[src/rtl/rs_syndrome_gen_if.sv]
// Symbol input and syndrome output bundle of the RS syndrome generator.
// The master drives symbols in and receives the syndrome bank back.
interface rs_syndrome_gen_if #(
  parameter int unsigned NPAR = 8
);
  logic                 din_val;
  logic                 din_sop;
  logic                 din_eop;
  logic [7:0]           din;
  logic                 syn_val;
  logic [8*NPAR-1:0]    syn;
  logic                 syn_zero;
  logic                 len_err;

  modport master (
    output din_val, din_sop, din_eop, din,
    input  syn_val, syn, syn_zero, len_err
  );

  modport slave (
    input  din_val, din_sop, din_eop, din,
    output syn_val, syn, syn_zero, len_err
  );
endinterface

[src/rtl/rs_syndrome_gen.sv]
// Reed-Solomon syndrome generator over GF(2^8), poly 0x11D, Horner accumulators
// with a held output bank, codeword length checking and a no-error flag.
module rs_syndrome_gen #(
  parameter int unsigned NPAR = 8,
  parameter int unsigned FCR  = 1,
  parameter int unsigned NSYM = 255
) (
  input logic              clk,
  input logic              rst,
  rs_syndrome_gen_if.slave bus
);

  typedef enum logic {S_IDLE, S_FRAME} state_t;

  localparam logic [7:0] NSYM_B = 8'(NSYM);

  function automatic logic [7:0] gf_xtime(input logic [7:0] a);
    return {a[6:0], 1'b0} ^ (a[7] ? 8'h1D : 8'h00);
  endfunction

  // With a constant b this folds to a pure XOR network.
  function automatic logic [7:0] gf_mul(input logic [7:0] a, input logic [7:0] b);
    logic [7:0] p;
    logic [7:0] x;
    p = '0;
    x = a;
    for (int unsigned k = 0; k < 8; k++) begin
      if (b[k]) p = p ^ x;
      x = gf_xtime(x);
    end
    return p;
  endfunction

  function automatic logic [7:0] alpha_pow(input int unsigned e);
    logic [7:0] r;
    r = 8'h01;
    for (int unsigned k = 0; k < e % 255; k++) r = gf_xtime(r);
    return r;
  endfunction

  state_t                 state_q;
  logic [7:0]             cnt_q, cnt_d;
  logic [NPAR-1:0][7:0]   acc_q, acc_d, prod;
  logic                   syn_val_q;
  logic [8*NPAR-1:0]      syn_q;
  logic                   syn_zero_q;
  logic                   len_err_q;

  logic in_frame, take_sop, take_sym, frame_eop, stray_eop, len_bad;

  for (genvar gi = 0; gi < NPAR; gi++) begin : g_root
    localparam logic [7:0] ROOT = alpha_pow(FCR + gi);
    always_comb prod[gi] = gf_mul(acc_q[gi], ROOT);
  end

  always_comb begin
    in_frame  = (state_q == S_FRAME);
    take_sop  = bus.din_val & bus.din_sop;
    take_sym  = bus.din_val & (bus.din_sop | in_frame);
    frame_eop = take_sym & bus.din_eop;
    stray_eop = bus.din_val & bus.din_eop & ~bus.din_sop & ~in_frame;

    cnt_d = cnt_q;
    if (take_sop)                 cnt_d = 8'd1;
    else if (take_sym && cnt_q != 8'hFF) cnt_d = cnt_q + 8'd1;

    acc_d = acc_q;
    for (int unsigned i = 0; i < NPAR; i++) begin
      if (take_sop)      acc_d[i] = bus.din;
      else if (take_sym) acc_d[i] = prod[i] ^ bus.din;
    end

    len_bad = (cnt_d != NSYM_B);
  end

  always_ff @(posedge clk or posedge rst) begin
    if (rst) begin
      state_q    <= S_IDLE;
      cnt_q      <= '0;
      acc_q      <= '0;
      syn_val_q  <= 1'b0;
      syn_q      <= '0;
      syn_zero_q <= 1'b0;
      len_err_q  <= 1'b0;
    end else begin
      if (take_sop && !bus.din_eop) state_q <= S_FRAME;
      else if (frame_eop)           state_q <= S_IDLE;
      cnt_q     <= cnt_d;
      acc_q     <= acc_d;
      syn_val_q <= frame_eop;
      if (frame_eop) begin
        syn_q      <= acc_d;
        len_err_q  <= len_bad;
        syn_zero_q <= (acc_d == '0) & ~len_bad;
      end else if (stray_eop) begin
        len_err_q  <= 1'b1;
        syn_zero_q <= 1'b0;
      end
    end
  end

  assign bus.syn_val  = syn_val_q;
  assign bus.syn      = syn_q;
  assign bus.syn_zero = syn_zero_q;
  assign bus.len_err  = len_err_q;

endmodule

[src/flat_wrapper.sv]
// flat-port wrapper written by rule: the top's interface ports become plain ports
module rs_syndrome_gen_flat 
#(
  parameter int unsigned NPAR = 8,
  parameter int unsigned FCR  = 1,
  parameter int unsigned NSYM = 255
)
  (clk, rst, bus_din_val, bus_din_sop, bus_din_eop, bus_din, bus_syn_val, bus_syn, bus_syn_zero, bus_len_err);
  rs_syndrome_gen_if #(.NPAR(NPAR)) bus_i ();
  input logic clk;
  input logic rst;
  input wire logic [$bits(bus_i.din_val)-1:0] bus_din_val;
  input wire logic [$bits(bus_i.din_sop)-1:0] bus_din_sop;
  input wire logic [$bits(bus_i.din_eop)-1:0] bus_din_eop;
  input wire logic [$bits(bus_i.din)-1:0] bus_din;
  output wire logic [$bits(bus_i.syn_val)-1:0] bus_syn_val;
  output wire logic [$bits(bus_i.syn)-1:0] bus_syn;
  output wire logic [$bits(bus_i.syn_zero)-1:0] bus_syn_zero;
  output wire logic [$bits(bus_i.len_err)-1:0] bus_len_err;
  assign bus_i.din_val = bus_din_val;
  assign bus_i.din_sop = bus_din_sop;
  assign bus_i.din_eop = bus_din_eop;
  assign bus_i.din = bus_din;
  assign bus_syn_val = bus_i.syn_val;
  assign bus_syn = bus_i.syn;
  assign bus_syn_zero = bus_i.syn_zero;
  assign bus_len_err = bus_i.len_err;
  rs_syndrome_gen #(.NPAR(NPAR), .FCR(FCR), .NSYM(NSYM)) u_core (.clk(clk), .rst(rst), .bus(bus_i));
endmodule
[config.mk]
export PLATFORM = sky130hd
export DESIGN_NAME = rs_syndrome_gen_flat
export DESIGN_NICKNAME = d
export VERILOG_FILES = /design/src/rtl/rs_syndrome_gen_if.sv /design/src/rtl/rs_syndrome_gen.sv /design/src/flat_wrapper.sv
export SDC_FILE = /design/constraint.sdc
export NUM_CORES = 1
export LEC_CHECK = 0
export ABC_CLOCK_PERIOD_IN_PS = 8100
export CORE_MARGIN = 2
export CORE_UTILIZATION = 60
export CTS_CLUSTER_SIZE = 20
export DETAILED_ROUTE_END_ITERATION = 8
export GPL_TIMING_DRIVEN = 0
export HOLD_SLACK_MARGIN = 0.06
export PLACE_DENSITY = 0.81
export SETUP_SLACK_MARGIN = 0.15
export SLEW_MARGIN = 40
export SYNTH_ARGS = -nofsm -noshare
export SYNTH_HDL_FRONTEND = slang
export SYNTH_SLANG_ARGS = --single-unit
[constraint.sdc]
create_clock -name clk -period 8.1 [get_ports clk]
set_input_delay 0.81 -clock clk [delete_from_list [all_inputs] [get_ports clk]]
set_output_delay 0.81 -clock clk [all_outputs]
set_load 0.1 [all_outputs]
==> impl_results.md <==
* Core Region at 13100 sq um
* Number of buffers added to fix hold violations after cts at 0
* Detail Placement HPWL at around 18 mm
* Starting Density at between 60% and 70%
* Pin count of the biggest net entering global routing at 73
* Clock-pin transition on the worst setup and hold timing paths at 0.06 ns
* Capturing element type of the critical path: register
* Worst endpoint required time at 8.45 ns
* Post-route minimum period at 4.72 ns
* Beginning of the worst hold path: u_core.bus.syn[14]$_DFFE_PP0P_
* Cell count after synthesis at ~860
* Boundary pin count at 80
* CP startpoint kind: primary input
* CTS tree: yes
* Worst VDD drop at approximately 0.4 mV
* Fraction of final layout cells with drive strength greater than 1 at 15.1%
* Number of hold-slack violations in the final timing report at 0
* CTS Buffer Depth at 2
* Final design instance area without fill at 9230 sq um
* Maximum level of the CTS H-tree at 4
* Number of global-route vias before repair at 6821
* Class of the most critical hold timing path: register to register
* Pwr dens at 490 nW/um^2
* Violation count after the first detailed-routing iteration at 1035
* P&R area growth vs syn at 16.1%
* Normalized max-slew margin at 47.7%
* Via count normalized by instance count at ~6.4
* Clock root buffer master: sky130_fd_sc_hd__clkbuf_16
* Unrepaired setup endpoints after global routing: false
* Async S/R FF share, synth at 100%
* Per-cell routed wire length at 21.9 microns
* Layout Skew at 0.00953 ns
* Run status: complete, no violations
* Placement-stage worst setup slack at 3.19 ns
* Mapped Nets at 873
* Worst slew pin tran at 0.782 ns
* Critical path peak fanout at 10
* # rows at 42
* Number of antenna violations at the first check in global routing at 0
* Leakage component of the power at 4.09 nW
* Die footprint at 14200 sq um
* Post-route DRC violation count at 0
* Placed cell areas at 8650 sq um
* Top_reg_cell synth: sky130_fd_sc_hd__dfrtp_1
* Post-CTS setup repair buffer count at 0
* Crit share post-route at between 50% and 60%
* Global-route wire length before repair at between 30 and 40 mm
* Avg Inst Size Synth at ~9 sq um
* Combined flip-flop and latch cell area at 3500 sq um
* CTS Buf Count at 17
* Number of nets in the final layout at 971
* Count of max-cap constraint violations at 0
* Number of enable flip-flop cells after synthesis at 0
* Weighted congestion reported at the end of routability-driven placement at 0.997
* IO Port Bufs at 78
* Highest clock rate at 212 MHz
* Sink Count at 140
* Origin of the critical flop-to-flop path: u_core.in_frame$_DFFE_PP0P_
* Sequential-to-total area share from yosys stat at 44.1%
* Total grt overflow at 0
* Total iterations of the first detailed-routing run at 9
* Resized cells post-CTS at 0
* Number of endpoints failing setup at the final stage at 0
* Minimum setup slack in the final design at 3.38 ns
* Die Height at 119 microns
* FF+latch count, synth at 140
* Die X at 119 microns
* Slew Limit Fails at 0
* Post-Route Setup TNS at 0 ns
* GRT Resource Usage Total at 36.5%
* Category of the most critical setup path: primary input to register
* Multi-input logic area at 3930 sq um
* Crit path launch: bus_din_val
* Data arrival time of the critical path at 5.07 ns
* Vias after detailed routing at 7291
* Number of warnings issued by yosys at 0
* Final Hold Slack at between 0.4 and 0.5 ns
* Antenna-violating nets left at 0
* Post-synthesis instance area at a little under 8000 sq um
* Total Wirelength at 25.0 mm
* Skew-Pair Late Insertion Delay at 0.44 ns
* Fill cells at roughly 1100
* Number of distinct library cells after synthesis at 66
* Antenna diode instance count at 0
==> sequential cells by signal, indices dropped and copies added, names as in the netlist <==
| name | cells |
|---|---|
| u_core.bus.syn | 64 |
| u_core.acc_q | 64 |
| u_core.in_frame | 1 |
| u_core.bus.syn_val | 1 |
| u_core.bus.syn_zero | 1 |
| u_core.cnt_q | 8 |
| u_core.bus.len_err | 1 |
==> synthesized netlist by cell type, types with 20 or more instances <==
cell | n | area [sq um]
sky130_fd_sc_hd__xnor2_1 | 42 | 368
sky130_fd_sc_hd__mux2_2 | 28 | 315
sky130_fd_sc_hd__clkbuf_1 | 52 | 195
sky130_fd_sc_hd__inv_1 | 49 | 184
sky130_fd_sc_hd__nand3_1 | 20 | 100
sky130_fd_sc_hd__dfrtp_1 | 140 | 3500
sky130_fd_sc_hd__o22ai_1 | 26 | 163
sky130_fd_sc_hd__xor2_1 | 22 | 193
sky130_fd_sc_hd__nor2_1 | 55 | 206
sky130_fd_sc_hd__o21ai_0 | 74 | 370
sky130_fd_sc_hd__a21oi_1 | 57 | 285
sky130_fd_sc_hd__nand2_1 | 84 | 315
==> where the power goes <==
group          switching (mW)  internal, mW  total [mW]
clock network           0.315         0.463       0.778
logic                    1.83         0.787        2.62
registers               0.183         0.943        1.13
==> metal layers <==
| layer | routed length [microns] | part of all wire [%] | up-vias | GRT usage (%) |
|---|---|---|---|---|
| li1 | - | - | 3231 | - |
| met1 | 10200 | 41 | 3488 | 50.3 |
| met2 | 11000 | 44 | 481 | 54.7 |
| met3 | 2760 | 11 | 91 | 10.3 |
| met4 | 1040 | 4.1 | 0 | 15.0 |
| met5 | 0 | 0 | - | 0 |
==> per-stage QoR <==
step	total power, mW	cells	util [%]
after floorplan	3.22	859	-
after global routing	4.72	1144	70.6
after global placement	3.78	1113	68.4
after detailed placement	3.69	1114	66.1
final	4.52	1144	70.6
after CTS	4.48	1144	70.6
==> cells in the final DEF (no fill, tap or decap), types with 5 or more instances in the layout <==
cell type,count
sky130_fd_sc_hd__a21oi_1,57
sky130_fd_sc_hd__a31oi_1,12
sky130_fd_sc_hd__and3_1,6
sky130_fd_sc_hd__buf_1,14
sky130_fd_sc_hd__buf_2,78
sky130_fd_sc_hd__clkbuf_1,53
sky130_fd_sc_hd__clkbuf_16,17
sky130_fd_sc_hd__clkdlybuf4s50_1,11
sky130_fd_sc_hd__dfrtp_1,140
sky130_fd_sc_hd__inv_1,48
sky130_fd_sc_hd__mux2_2,28
sky130_fd_sc_hd__mux2i_1,18
sky130_fd_sc_hd__nand2_1,84
sky130_fd_sc_hd__nand2b_1,6
sky130_fd_sc_hd__nand3_1,20
sky130_fd_sc_hd__nand4_1,10
sky130_fd_sc_hd__nor2_1,55
sky130_fd_sc_hd__nor3_1,8
sky130_fd_sc_hd__nor4_1,6
sky130_fd_sc_hd__o21a_1,5
sky130_fd_sc_hd__o21ai_0,74
sky130_fd_sc_hd__o221ai_1,12
sky130_fd_sc_hd__o22a_1,13
sky130_fd_sc_hd__o22ai_1,26
sky130_fd_sc_hd__o2bb2ai_1,5
sky130_fd_sc_hd__o31ai_1,5
sky130_fd_sc_hd__xnor2_1,42
sky130_fd_sc_hd__xnor3_1,9
sky130_fd_sc_hd__xor2_1,22
==> final cells by class <==
class	instances	share of cell area (%)
inverter	49	2.07
clock buffer	19	4.80
tap	176	2.39
multi-input combinational	591	42.6
clock inverter	11	1.48
buffer	79	3.62
timing repair buffer	79	5.12
sequential	140	37.9
==> cell families after synthesis <==
group | Yosys count | share of synthesized area, %
AOI/OAI and AO/OA | 252 | 20.2
and+or+nand+nor | 215 | 12.4
DFF | 140 | 44.1
buffers and inverters | 128 | 6.51
xor gates and xnor gates | 76 | 10.3
muxes | 47 | 6.37
adders and majority gates | 1 | 0.157
==> worst max-delay path, stage by stage <==
cell and delay (ns):
sky130_fd_sc_hd__clkdlybuf4s50_1 0.49, sky130_fd_sc_hd__clkbuf_1 0.34, sky130_fd_sc_hd__clkbuf_1 0.45, sky130_fd_sc_hd__buf_2 0.34
sky130_fd_sc_hd__clkbuf_1 0.48, sky130_fd_sc_hd__clkbuf_1 0.49, sky130_fd_sc_hd__o22ai_1 0.18, sky130_fd_sc_hd__a21oi_1 0.30
sky130_fd_sc_hd__nand4_1 0.12, sky130_fd_sc_hd__nor4_1 0.53, sky130_fd_sc_hd__nand4_1 0.27, sky130_fd_sc_hd__o31ai_2 0.26
==> worst paths after layout <==
check                                                   to  slack, ns  cells past startpoint
hold / removal              u_core.bus.syn[14]$_DFFE_PP0P_       0.48                      2
setup reg to reg           u_core.bus.syn_zero$_DFFE_PP0P_       3.73                     12
hold reg to reg             u_core.bus.syn[14]$_DFFE_PP0P_       0.48                      2
min in group asynchronous    u_core.bus.syn[3]$_DFFE_PP0P_       0.82                      2
setup / recovery           u_core.bus.syn_zero$_DFFE_PP0P_       3.38                     12
max in group asynchronous        u_core.cnt_q[3]$_DFF_PP0_       6.57                      3
No activity file was read; power rests on OpenSTA's default activity.
